`config.mk`:
```
export PLATFORM = sky130hd
export DESIGN_NAME = i2c_request_arbiter
export DESIGN_NICKNAME = d
export VERILOG_FILES = /design/src/rtl/i2c_arb_pkg.sv /design/src/rtl/i2c_request_arbiter_rr_picker.sv /design/src/rtl/i2c_request_arbiter.sv
export SDC_FILE = /design/constraint.sdc
export NUM_CORES = 1
export LEC_CHECK = 0
export ABC_AREA = 1
export BUFFER_PORTS_ARGS = -buffer_cell sky130_fd_sc_hd__buf_2
export CAP_MARGIN = 5
export CORE_MARGIN = 2
export CORE_UTILIZATION = 48
export CTS_BUF_LIST = sky130_fd_sc_hd__clkbuf_4
export DETAILED_ROUTE_END_ITERATION = 6
export PLACE_DENSITY = 0.83
export SYNTH_ARGS = -nofsm -noshare
export SYNTH_HDL_FRONTEND = slang
export SYNTH_HIERARCHICAL = 1
export SYNTH_SLANG_ARGS = --single-unit
```
`constraint.sdc`:
```
create_clock -name axi_clk -period 4.7 [get_ports axi_clk]
set_input_delay 0.94 -clock axi_clk [delete_from_list [all_inputs] [get_ports axi_clk]]
set_output_delay 0.94 -clock axi_clk [all_outputs]
set_load 0.005 [all_outputs]
```
`src/rtl/i2c_arb_pkg.sv`:
```
// Shared types for the I2C request arbiter and the engine wrapper.
// Holds FSM states, the latched command bundle and control-word bit map.
package i2c_arb_pkg;

  localparam int IDX_W = 3;
  localparam int CNT_W = 21;

  localparam int CTL_RW_BIT      = 0;
  localparam int CTL_CNT_LSB     = 1;
  localparam int CTL_USE_REG_BIT = 5;
  localparam int CTL_START_BIT   = 7;

  typedef enum logic [2:0] {
    IDLE,
    ISSUE,
    WAIT_BUSY,
    WAIT_DONE,
    RESPOND
  } arb_state_t;

  typedef struct packed {
    logic [6:0] addr;
    logic [7:0] reg_addr;
    logic [3:0] byte_count;
    logic       read_write;
    logic       use_register;
  } i2c_cmd_t;

  function automatic logic [31:0] ctl_word(
    input i2c_cmd_t c,
    input logic     start
  );
    logic [31:0] w;
    w = '0;
    w[CTL_RW_BIT]         = c.read_write;
    w[CTL_CNT_LSB +: 4]   = c.byte_count;
    w[CTL_USE_REG_BIT]    = c.use_register;
    w[CTL_START_BIT]      = start;
    return w;
  endfunction

endpackage

```
`src/rtl/i2c_request_arbiter_rr_picker.sv`:
```
// Round-robin one-hot picker: first set req bit above ptr, with wrap.
// Ports: req, ptr in; gnt_onehot, gnt_idx, any out.
module rr_picker
  import i2c_arb_pkg::*;
#(
  parameter int N = 4
) (
  input  logic [N-1:0]     req,
  input  logic [IDX_W-1:0] ptr,
  output logic [N-1:0]     gnt_onehot,
  output logic [IDX_W-1:0] gnt_idx,
  output logic             any
);

  logic [N-1:0] rot;
  logic [3:0]   sh;
  int           off;
  int           sum;

  // Rotate so bit 0 is the requester just after ptr.
  always_comb begin
    sh  = 4'(ptr) + 4'd1;
    rot = N'({req, req} >> sh);
    off = 0;
    for (int i = N - 1; i >= 0; i--) begin
      if (rot[i]) off = i;
    end
    any = |req;
    sum = int'(ptr) + 1 + off;
    if (sum >= N) sum = sum - N;
    gnt_idx = any ? IDX_W'(sum) : '0;
  end

  always_comb begin
    gnt_onehot = '0;
    for (int k = 0; k < N; k++) begin
      gnt_onehot[k] = any && (gnt_idx == IDX_W'(k));
    end
  end

endmodule

```
`src/rtl/i2c_request_arbiter.sv`:
```
// Shares one I2C master engine among NUM_REQ requesters, round-robin.
// Ports: req_* in / req_ready, rsp_* out; eng_* engine side; grant_id.
module i2c_request_arbiter
  import i2c_arb_pkg::*;
#(
  parameter int NUM_REQ        = 4,
  parameter int TIMEOUT_CYCLES = 2_000_000
) (
  input  logic                 axi_clk,
  input  logic                 axi_reset,
  input  logic [NUM_REQ-1:0]   req_valid,
  output logic [NUM_REQ-1:0]   req_ready,
  input  logic [7*NUM_REQ-1:0] req_addr,
  input  logic [8*NUM_REQ-1:0] req_reg,
  input  logic [4*NUM_REQ-1:0] req_byte_count,
  input  logic [NUM_REQ-1:0]   req_read_write,
  input  logic [NUM_REQ-1:0]   req_use_register,
  output logic [NUM_REQ-1:0]   rsp_valid,
  output logic                 rsp_ack_error,
  output logic                 rsp_timeout,
  output logic                 rsp_bad_cmd,
  output logic [31:0]          eng_address,
  output logic [31:0]          eng_register,
  output logic [31:0]          eng_control,
  input  logic                 eng_start_ack,
  input  logic                 eng_busy,
  input  logic                 eng_ack_error,
  output logic                 eng_abort,
  output logic [IDX_W-1:0]     grant_id
);

  arb_state_t         state_q, state_d;
  i2c_cmd_t           cmd_q, sel;
  logic [IDX_W-1:0]   rr_ptr_q, grant_q;
  logic [CNT_W-1:0]   cnt_q;
  logic               ack_err_q, tmo_q, bad_q;
  logic [NUM_REQ-1:0] gnt_oh;
  logic [IDX_W-1:0]   gnt_idx;
  logic               any;
  logic               active, tmo_hit, take, start;

  rr_picker #(.N(NUM_REQ)) u_pick (
    .req        (req_valid),
    .ptr        (rr_ptr_q),
    .gnt_onehot (gnt_oh),
    .gnt_idx    (gnt_idx),
    .any        (any)
  );

  always_comb begin
    sel = '0;
    for (int i = 0; i < NUM_REQ; i++) begin
      if (gnt_idx == IDX_W'(i)) begin
        sel.addr         = req_addr[i*7 +: 7];
        sel.reg_addr     = req_reg[i*8 +: 8];
        sel.byte_count   = req_byte_count[i*4 +: 4];
        sel.read_write   = req_read_write[i];
        sel.use_register = req_use_register[i];
      end
    end
  end

  assign take    = (state_q == IDLE) && any;
  assign active  = (state_q == ISSUE) || (state_q == WAIT_BUSY) ||
                   (state_q == WAIT_DONE);
  assign tmo_hit = active &&
                   (cnt_q == CNT_W'(TIMEOUT_CYCLES - 1));

  always_ff @(posedge axi_clk) begin
    if (axi_reset) state_q <= IDLE;
    else           state_q <= state_d;
  end

  // Timeout wins over start_ack and busy fall in the same cycle.
  always_comb begin
    state_d = state_q;
    case (state_q)
      IDLE: begin
        if (any) begin
          state_d = (sel.byte_count == 4'd0) ? RESPOND : ISSUE;
        end
      end
      ISSUE: begin
        if (tmo_hit)            state_d = RESPOND;
        else if (eng_start_ack) state_d = WAIT_BUSY;
      end
      WAIT_BUSY: begin
        if (tmo_hit)       state_d = RESPOND;
        else if (eng_busy) state_d = WAIT_DONE;
      end
      WAIT_DONE: begin
        if (tmo_hit || !eng_busy) state_d = RESPOND;
      end
      RESPOND: state_d = IDLE;
      default: state_d = IDLE;
    endcase
  end

  always_comb begin
    start     = (state_q == ISSUE);
    req_ready = (state_q == IDLE && !axi_reset) ? gnt_oh : '0;
    rsp_valid = '0;
    if (state_q == RESPOND) begin
      rsp_valid = NUM_REQ'(1) << grant_q;
    end
    eng_abort = tmo_hit && !axi_reset;
  end

  always_ff @(posedge axi_clk) begin
    if (axi_reset) begin
      cmd_q     <= '0;
      rr_ptr_q  <= IDX_W'(NUM_REQ - 1);
      grant_q   <= '0;
      cnt_q     <= '0;
      ack_err_q <= 1'b0;
      tmo_q     <= 1'b0;
      bad_q     <= 1'b0;
    end else begin
      if (take) begin
        cmd_q     <= sel;
        rr_ptr_q  <= gnt_idx;
        grant_q   <= gnt_idx;
        cnt_q     <= '0;
        ack_err_q <= 1'b0;
        tmo_q     <= 1'b0;
        bad_q     <= (sel.byte_count == 4'd0);
      end
      if (active) cnt_q <= cnt_q + 1'b1;
      if (state_q == WAIT_DONE && !eng_busy && !tmo_hit) begin
        ack_err_q <= eng_ack_error;
      end
      if (tmo_hit) tmo_q <= 1'b1;
    end
  end

  assign eng_address   = {25'b0, cmd_q.addr};
  assign eng_register  = {24'b0, cmd_q.reg_addr};
  assign eng_control   = ctl_word(cmd_q, start);
  assign rsp_ack_error = ack_err_q;
  assign rsp_timeout   = tmo_q;
  assign rsp_bad_cmd   = bad_q;
  assign grant_id      = grant_q;

endmodule

```
Word-level counts from Yosys, hierarchy flattened
Cells that the tools add are included.
{"block": "word_totals", "regBits": 54, "latchBits": 0, "ram_bits": 0, "romBits": 0, "in_bits": 93, "out_inout_bits": 111, "elab_cells": 81, "n_memories": 0}
{"block": "classes", "add_sub_neg": 5, "multipliers": 0, "div": 0, "n_lt_le_gt_ge": 1, "eq_ne": 12, "n_shift": 2, "muxes": 25, "bitwise_logic": 0, "n_reduce_logical": 24}
{"operator": "$mux W21", "n": 6}
{"operator": "$ge A32 B4 Y1 const B", "n": 1}
{"operator": "$mux W3", "n": 9}
{"operator": "$add A21 B1 Y21 const B", "n": 1}
{"operator": "$eq A21 B21 Y1 const B", "n": 1}
{"operator": "$eq A3 B2 Y1 const B", "n": 4}
{"operator": "$pmux W3 S4", "n": 1}
{"operator": "$logic_and A1 B1 Y1", "n": 10}
{"operator": "$add A3 B1 Y4 const B", "n": 2}
{"operator": "$mux W2", "n": 4}
{"operator": "$mux W4", "n": 2}
{"operator": "$shr A8 B4 Y4", "n": 1}
{"operator": "$eq A3 B1 Y1 const B", "n": 2}
{"operator": "$logic_not A3 Y1", "n": 2}
{"operator": "$ne A3 B3 Y1 const B", "n": 2}
{"operator": "$reduce_bool A2 Y1", "n": 3}
{"operator": "$add A4 B2 Y5", "n": 1}
{"operator": "$logic_not A4 Y1", "n": 1}
{"operator": "$reduce_and A4 Y1", "n": 1}
{"operator": "$reduce_or A4 Y1", "n": 1}
{"operator": "$shl A1 B3 Y4 const A", "n": 1}
{"operator": "$eq A3 B3 Y1 const B", "n": 1}
{"operator": "$logic_not A1 Y1", "n": 3}
{"operator": "$logic_or A1 B1 Y1", "n": 3}
{"operator": "4 further kinds", "n": 6}

Longest topological paths before layout
{"block": "depth", "word_depth": 19, "mapped_depth": 28, "mapped_depth_nobuf": 26}

Hierarchy
Netlist, hierarchy kept.
{"mod": "i2c_request_arbiter", "n_inst": 1, "cells_per_inst": 543, "area_per_inst_um2": 3664.8, "seq_area_each_um2": 1061.0}
{"mod": "rr_picker", "n_inst": 1, "cells_per_inst": 75, "area_per_inst_um2": 377.9, "seq_area_each_um2": 0.0}

Worst setup path after synthesis
OpenSTA, ideal clock, no wires.
{"block": "synth_timing", "path_type": "input port to flip-flop", "from": "input port req_valid[2]", "to": "register state_q[0]", "setup_ns": 0.130, "t_arrival_ns": 3.494, "required_ns": 4.570, "slack_ns": 1.075, "path_stages": 27, "n_path_buf": 1, "path_cell_list": "inv_1 -> nand2_1 -> nand2_2 -> nor2_1 -> nor2_1 -> inv_1 -> a21oi_1 -> ha_1 -> inv_1 -> fa_1 -> inv_1 -> a21oi_1 -> nor2_1 -> nand3_1 -> nor2_1 -> inv_2 -> nand2_1 -> nor2_1 -> buf_4 -> nand2_1 -> nand4_1 -> nor2_1 -> nand2_1 -> nand2_1 -> nand2_1 -> nand2_1 -> a21oi_2"}
{"block": "synth_between", "elab_chain_len": 18, "word_cells_on_any_way": 25, "classes_between": "add/sub: 2; order compare: 1; eq/ne: 4; shift: 1; mux: 13; reduce/logical: 4"}
{"element": "from (decl)", "line_no": "i2c_request_arbiter.sv:11", "text": "input logic [NUM_REQ-1:0] req_valid,"}
{"element": "$shr A8 B4 Y4", "line_no": "i2c_request_arbiter_rr_picker.sv:23", "text": "rot = N'({req, req} >> sh);"}
{"element": "$mux W2 (4 in a row)", "line_no": "i2c_request_arbiter_rr_picker.sv:26", "text": "if (rot[i]) off = i;"}
{"element": "$add A4 B2 Y5", "line_no": "i2c_request_arbiter_rr_picker.sv:29", "text": "sum = int'(ptr) + 1 + off;"}
{"element": "$ge A32 B4 Y1 or $sub A3 B3 Y3 (tied branches)", "line_no": "i2c_request_arbiter_rr_picker.sv:30", "text": "if (sum >= N) sum = sum - N;"}
{"element": "$mux W3", "line_no": "i2c_request_arbiter_rr_picker.sv:30"}
{"element": "$mux W3 *", "line_no": "i2c_request_arbiter_rr_picker.sv:31", "text": "gnt_idx = any ? IDX_W'(sum) : '0;"}
{"element": "named net gnt_idx[2]", "line_no": "i2c_request_arbiter.sv:38", "text": "logic [IDX_W-1:0] gnt_idx;"}
{"element": "$logic_not A3 Y1", "line_no": "i2c_request_arbiter.sv:53", "text": "if (gnt_idx == IDX_W'(i)) begin"}
{"element": "$mux W21 (3 in a row)", "line_no": "i2c_request_arbiter.sv:53"}
{"element": "$mux W21 *", "line_no": "i2c_request_arbiter.sv:53"}
{"element": "$logic_not A4 Y1 *", "line_no": "i2c_request_arbiter.sv:80", "text": "state_d = (sel.byte_count == 4'd0) ? RESPOND : ISSUE;"}
{"element": "$mux W3 *", "line_no": "i2c_request_arbiter.sv:80"}
{"element": "$mux W3 *", "line_no": "i2c_request_arbiter.sv:79", "text": "if (any) begin"}
{"element": "$pmux W3 S4 *", "line_no": "i2c_request_arbiter.sv:77", "text": "case (state_q)"}
{"element": "to (signal assigned)", "line_no": "i2c_request_arbiter.sv:71", "text": "else state_q <= state_d;"}
{"element": "to (decl)", "line_no": "i2c_request_arbiter.sv:32", "text": "arb_state_t state_q, state_d;"}
Mark *: on every way through the listed nets, which the timed path passes. The rest lies on a longest branch. The select of a mux whose other input is x is not followed.
A chain may end at the register's enable or synchronous reset.

Worst setup path in the final report
{"block": "layout_timing", "from": "input port req_valid[2]", "to": "output port req_ready[2]"}
{"block": "layout_between", "elab_chain_len": 12, "word_cells_on_any_way": 14, "classes_between": "add/sub: 2; order compare: 1; eq/ne: 1; shift: 1; mux: 7; reduce/logical: 2"}
{"element": "$shr A8 B4 Y4", "line_no": "i2c_request_arbiter_rr_picker.sv:23"}
{"element": "$mux W2 (4 in a row)", "line_no": "i2c_request_arbiter_rr_picker.sv:26"}
{"element": "$add A4 B2 Y5", "line_no": "i2c_request_arbiter_rr_picker.sv:29"}
{"element": "$ge A32 B4 Y1 or $sub A3 B3 Y3 (tied branches)", "line_no": "i2c_request_arbiter_rr_picker.sv:30"}
{"element": "$mux W3", "line_no": "i2c_request_arbiter_rr_picker.sv:30"}
{"element": "$mux W3 *", "line_no": "i2c_request_arbiter_rr_picker.sv:31"}
{"element": "named net gnt_idx[1]", "line_no": "i2c_request_arbiter.sv:38"}
{"element": "$eq A3 B2 Y1 *", "line_no": "i2c_request_arbiter_rr_picker.sv:37", "text": "gnt_onehot[k] = any && (gnt_idx == IDX_W'(k));"}
{"element": "$logic_and A1 B1 Y1 *", "line_no": "i2c_request_arbiter_rr_picker.sv:37"}
{"element": "named net gnt_oh[2]", "line_no": "i2c_request_arbiter.sv:37", "text": "logic [NUM_REQ-1:0] gnt_oh;"}
{"element": "$mux W4 *", "line_no": "i2c_request_arbiter.sv:101", "text": "req_ready = (state_q == IDLE && !axi_reset) ? gnt_oh : '0;"}
{"element": "to (decl)", "line_no": "i2c_request_arbiter.sv:12", "text": "output logic [NUM_REQ-1:0] req_ready,"}
Mark *: on every way through the listed nets, which the timed path passes. The rest lies on a longest branch.

==> flow_metrics.py <==
metrics = {
    "clocking": {
        "cts_resized": 0,
        "clk_pin_slew_worst_paths_ns": 0.16,
        "clock_latency_ns": 0.38,
        "h-tree-depth": 2,
        "cts.sinks": 53,
        "cts_root_buf": "clkbuf_4",
        "holdBufCountCts": 0,
        "cts_buffers": 5,
        "post_cts_buffers": 0,
        "clock_path_buffers": 2,
        "cts_tree": "yes",
    },
    "power": {
        "pwr_density_cell_nw_per_um2": 655.8,
        "peakVddDrop_v": 0.0004876,
        "power_leakage_nw": 2.262,
    },
    "floorplan": {
        "fp.dieH_microns": 95.77,
        "die-area_sq_um": 9172,
        "initial_core_util_pct": 49.45,
        "die-width_microns": 95.77,
        "rows": 33,
        "io-pin-count": 204,
        "core_sq_um": 8175,
    },
    "setup_path": {
        "required_ns": 3.76,
        "critPathArrivalTime_ns": 3.21,
        "crit_family": "simple AND/OR/NAND/NOR gates",
        "path_buf_inv": 7,
        "slowest_stage": "fa_1",
        "r2r_slack_ns": 0.83,
        "regToRegEndpoint": "state_q[0]",
        "cp_max_fo": 15,
        "slowest_delay_ns": 0.49,
        "worst_setup_path_end_kind": "output pin",
        "critPathKind": "in -> out",
        "rr_startpoint": "rr_ptr_q[2]",
        "r2r.worst_path.cells": 26,
        "cp-start-kind": "input port",
        "path_cells": "buf_2 > inv_1 > nand2_1 > nand2_2 > nor2_1 > nor2_1 > inv_1 > a21oi_1 > ha_1 > inv_1 > fa_1 > nor2_2 > buf_4 > nand2_1 > nor2_1 > inv_1 > nor2_1 > buf_2",
    },
    "synth": {
        "ys_seq_elements": 53,
        "synth_edf_count": 0,
        "ys_seq_area_share_pct": 26.25,
        "ys.flop_type": "dfxtp_1",
        "synth_cell_type_count": 44,
        "synth.cell_area_sq_um": 4043,
        "synthArstFlopShare_pct": 0,
        "syn_area_per_cell_sq_um": 6.541,
        "yosys_warnings": 6,
        "synthCells": 618,
    },
    "timing": {
        "slew_violations": 0,
        "setup_viol": 0,
        "relSlewSlack_pct": 24.95,
        "fmax_ghz": 0.2410,
        "finalClockSkew_ns": 0.01239,
        "rsz0062_at_grt": "false",
        "tns_ns": 0,
        "fin_crit_ns": 4.149,
        "fin_crit_sh_pct": 88.28,
        "tightest_slew_ns": 1.120,
        "hold_violations": 0,
    },
    "run_status": {
        "status": "completed",
    },
    "cells_and_area": {
        "drive_above_1_share_pct": 24.83,
        "final_common_cell": "nand2_1",
        "syn2layout_area_growth_pct": 12.26,
        "diodes": 0,
        "nNetsFinal": 830,
        "stdcell_area_sq_um": 4538,
        "final_cell_mix": "nand2_1, buf_2, conb_1",
    },
    "drt": {
        "drc": 0,
        "vias": 4323,
        "detail_route.first_pass.iterations": 5,
        "drt-initial-drc-count": 207,
        "drt_wl_total_microns": 10310,
        "postRouteAntennaNets": 0,
        "viasPerCell": 5.159,
        "routedWlPerCell_microns": 12.31,
    },
    "placed_design": {
        "place_area_sq_um": 4436,
        "routabilityCongestion": 0.8950,
        "port_buffers": 129,
        "hpwl_microns": 7956,
    },
    "min_path": {
        "whs_path_depth": 2,
        "whs_endpoint": "rsp_timeout",
        "min_from": "rsp_timeout",
        "hp-class": "reg -> reg",
    },
    "global_route": {
        "grt_max_degree": 36,
        "grt_use_total_pct": 22.41,
        "grt.overflow.total": 0,
        "grt_pass1_vias": 3983,
        "antenna_found_initial": 0,
        "grt_pass1_wl_microns": 16770,
    },
    "flow_run": {
        "drv_cap": 0,
    },
}
==> metrics by stage <==
step	hold WS, ns	total power [mW]	instances	util, %	setup slack (ns)
after floorplan	0.4527	2.214	691	-	1.075
after global placement	0.4527	2.572	830	54.25	0.6092
after detailed placement	0.4544	2.640	830	54.25	0.4246
final	0.4737	2.976	838	55.51	0.5507
after global routing	0.4911	3.274	838	55.51	0.2982
after CTS	0.4754	2.962	838	55.51	0.5732
==> worst max-delay path by stage <==
stage / to / start / depth (start not counted) / slack (ns)
floorplan: state_q[0] / req_valid[2] / 27 / 1.08
global placement: state_q[0] / req_valid[2] / 28 / 0.61
detailed placement: state_q[0] / req_valid[2] / 28 / 0.42
CTS: req_ready[2] / req_valid[2] / 18 / 0.57
global route: req_ready[3] / rr_ptr_q[0] / 16 / 0.30
finish: req_ready[2] / req_valid[2] / 18 / 0.55
==> synthesized netlist by cell type, types with 2 or more instances <==
master	count	area [sq um]
buf_1	2	7.510
clkbuf_1	7	26.28
ha_1	4	50.05
nand2_1	142	533.0
nand3_1	39	195.2
a221oi_1	2	17.52
inv_2	8	30.03
nor2_1	50	187.7
o211ai_1	2	15.01
buf_2	10	50.05
a41oi_1	17	148.9
dfxtp_1	53	1061
nor3_2	2	20.02
or2_2	2	12.51
o21ai_1	6	30.03
nor3_1	7	35.03
a21oi_1	43	215.2
nor2_2	8	50.05
nand3_2	3	30.03
clkinv_1	2	7.510
buf_4	78	585.6
inv_1	48	180.2
o21ai_0	35	175.2
nand4_2	2	25.02
nor4_1	4	25.02
nand2_2	8	50.05
nor2_4	5	56.30
nand4_1	11	68.82
o21bai_1	3	22.52
==> metal layers <==
layer	track usage [%]	wire length, microns
met1	25.34	4110
met2	40.44	5025
met3	4.933	938
met4	9.405	240
met5	0	0
==> flip-flops by register name, summed over array words and instances (netlist names) <==
signal and count:
rsp_ack_error 1, rr_ptr_q 3, eng_address 7, cnt_q 21
eng_control 6, state_q 3, eng_register 8, rsp_bad_cmd 1
rsp_timeout 1, grant_id 2
==> tightest hold or removal path: stages (launching register included) <==
cell	delay, ns
dfxtp_1	0.34
nand2_1	0.06
a21oi_1	0.05
==> cells by family (layout without fill, tap and decap cells) <==
kind of cell    after synthesis  count (layout)  synth area share, %
simple gates                287             287                32.68
buf+inv                     157             199                22.35
compound gates              114             114                16.68
flops                        53              53                26.25
fa+ha+maj                     5               5                1.733
other cells                   1              74              0.09276
xor+xnor                      1               1               0.2167
==> where the power goes <==
group	switching [mW]	internal (mW)
clock	0.147	0.165
sequential	0.0888	0.561
combinational	1.36	0.658
==> final cells by class <==
class / count / area, sq um
Clock buffer: 5 / 37.54
Fill cell: 797 / 3637
Tap cell: 105 / 131.4
Timing Repair Buffer: 132 / 668.1
Clock inverter: 3 / 65.06
Sequential cell: 53 / 1061
Multi-Input combinational cell: 481 / 2352
Inverter: 59 / 222.7
Note: power is estimated with default switching activity, not from simulation.
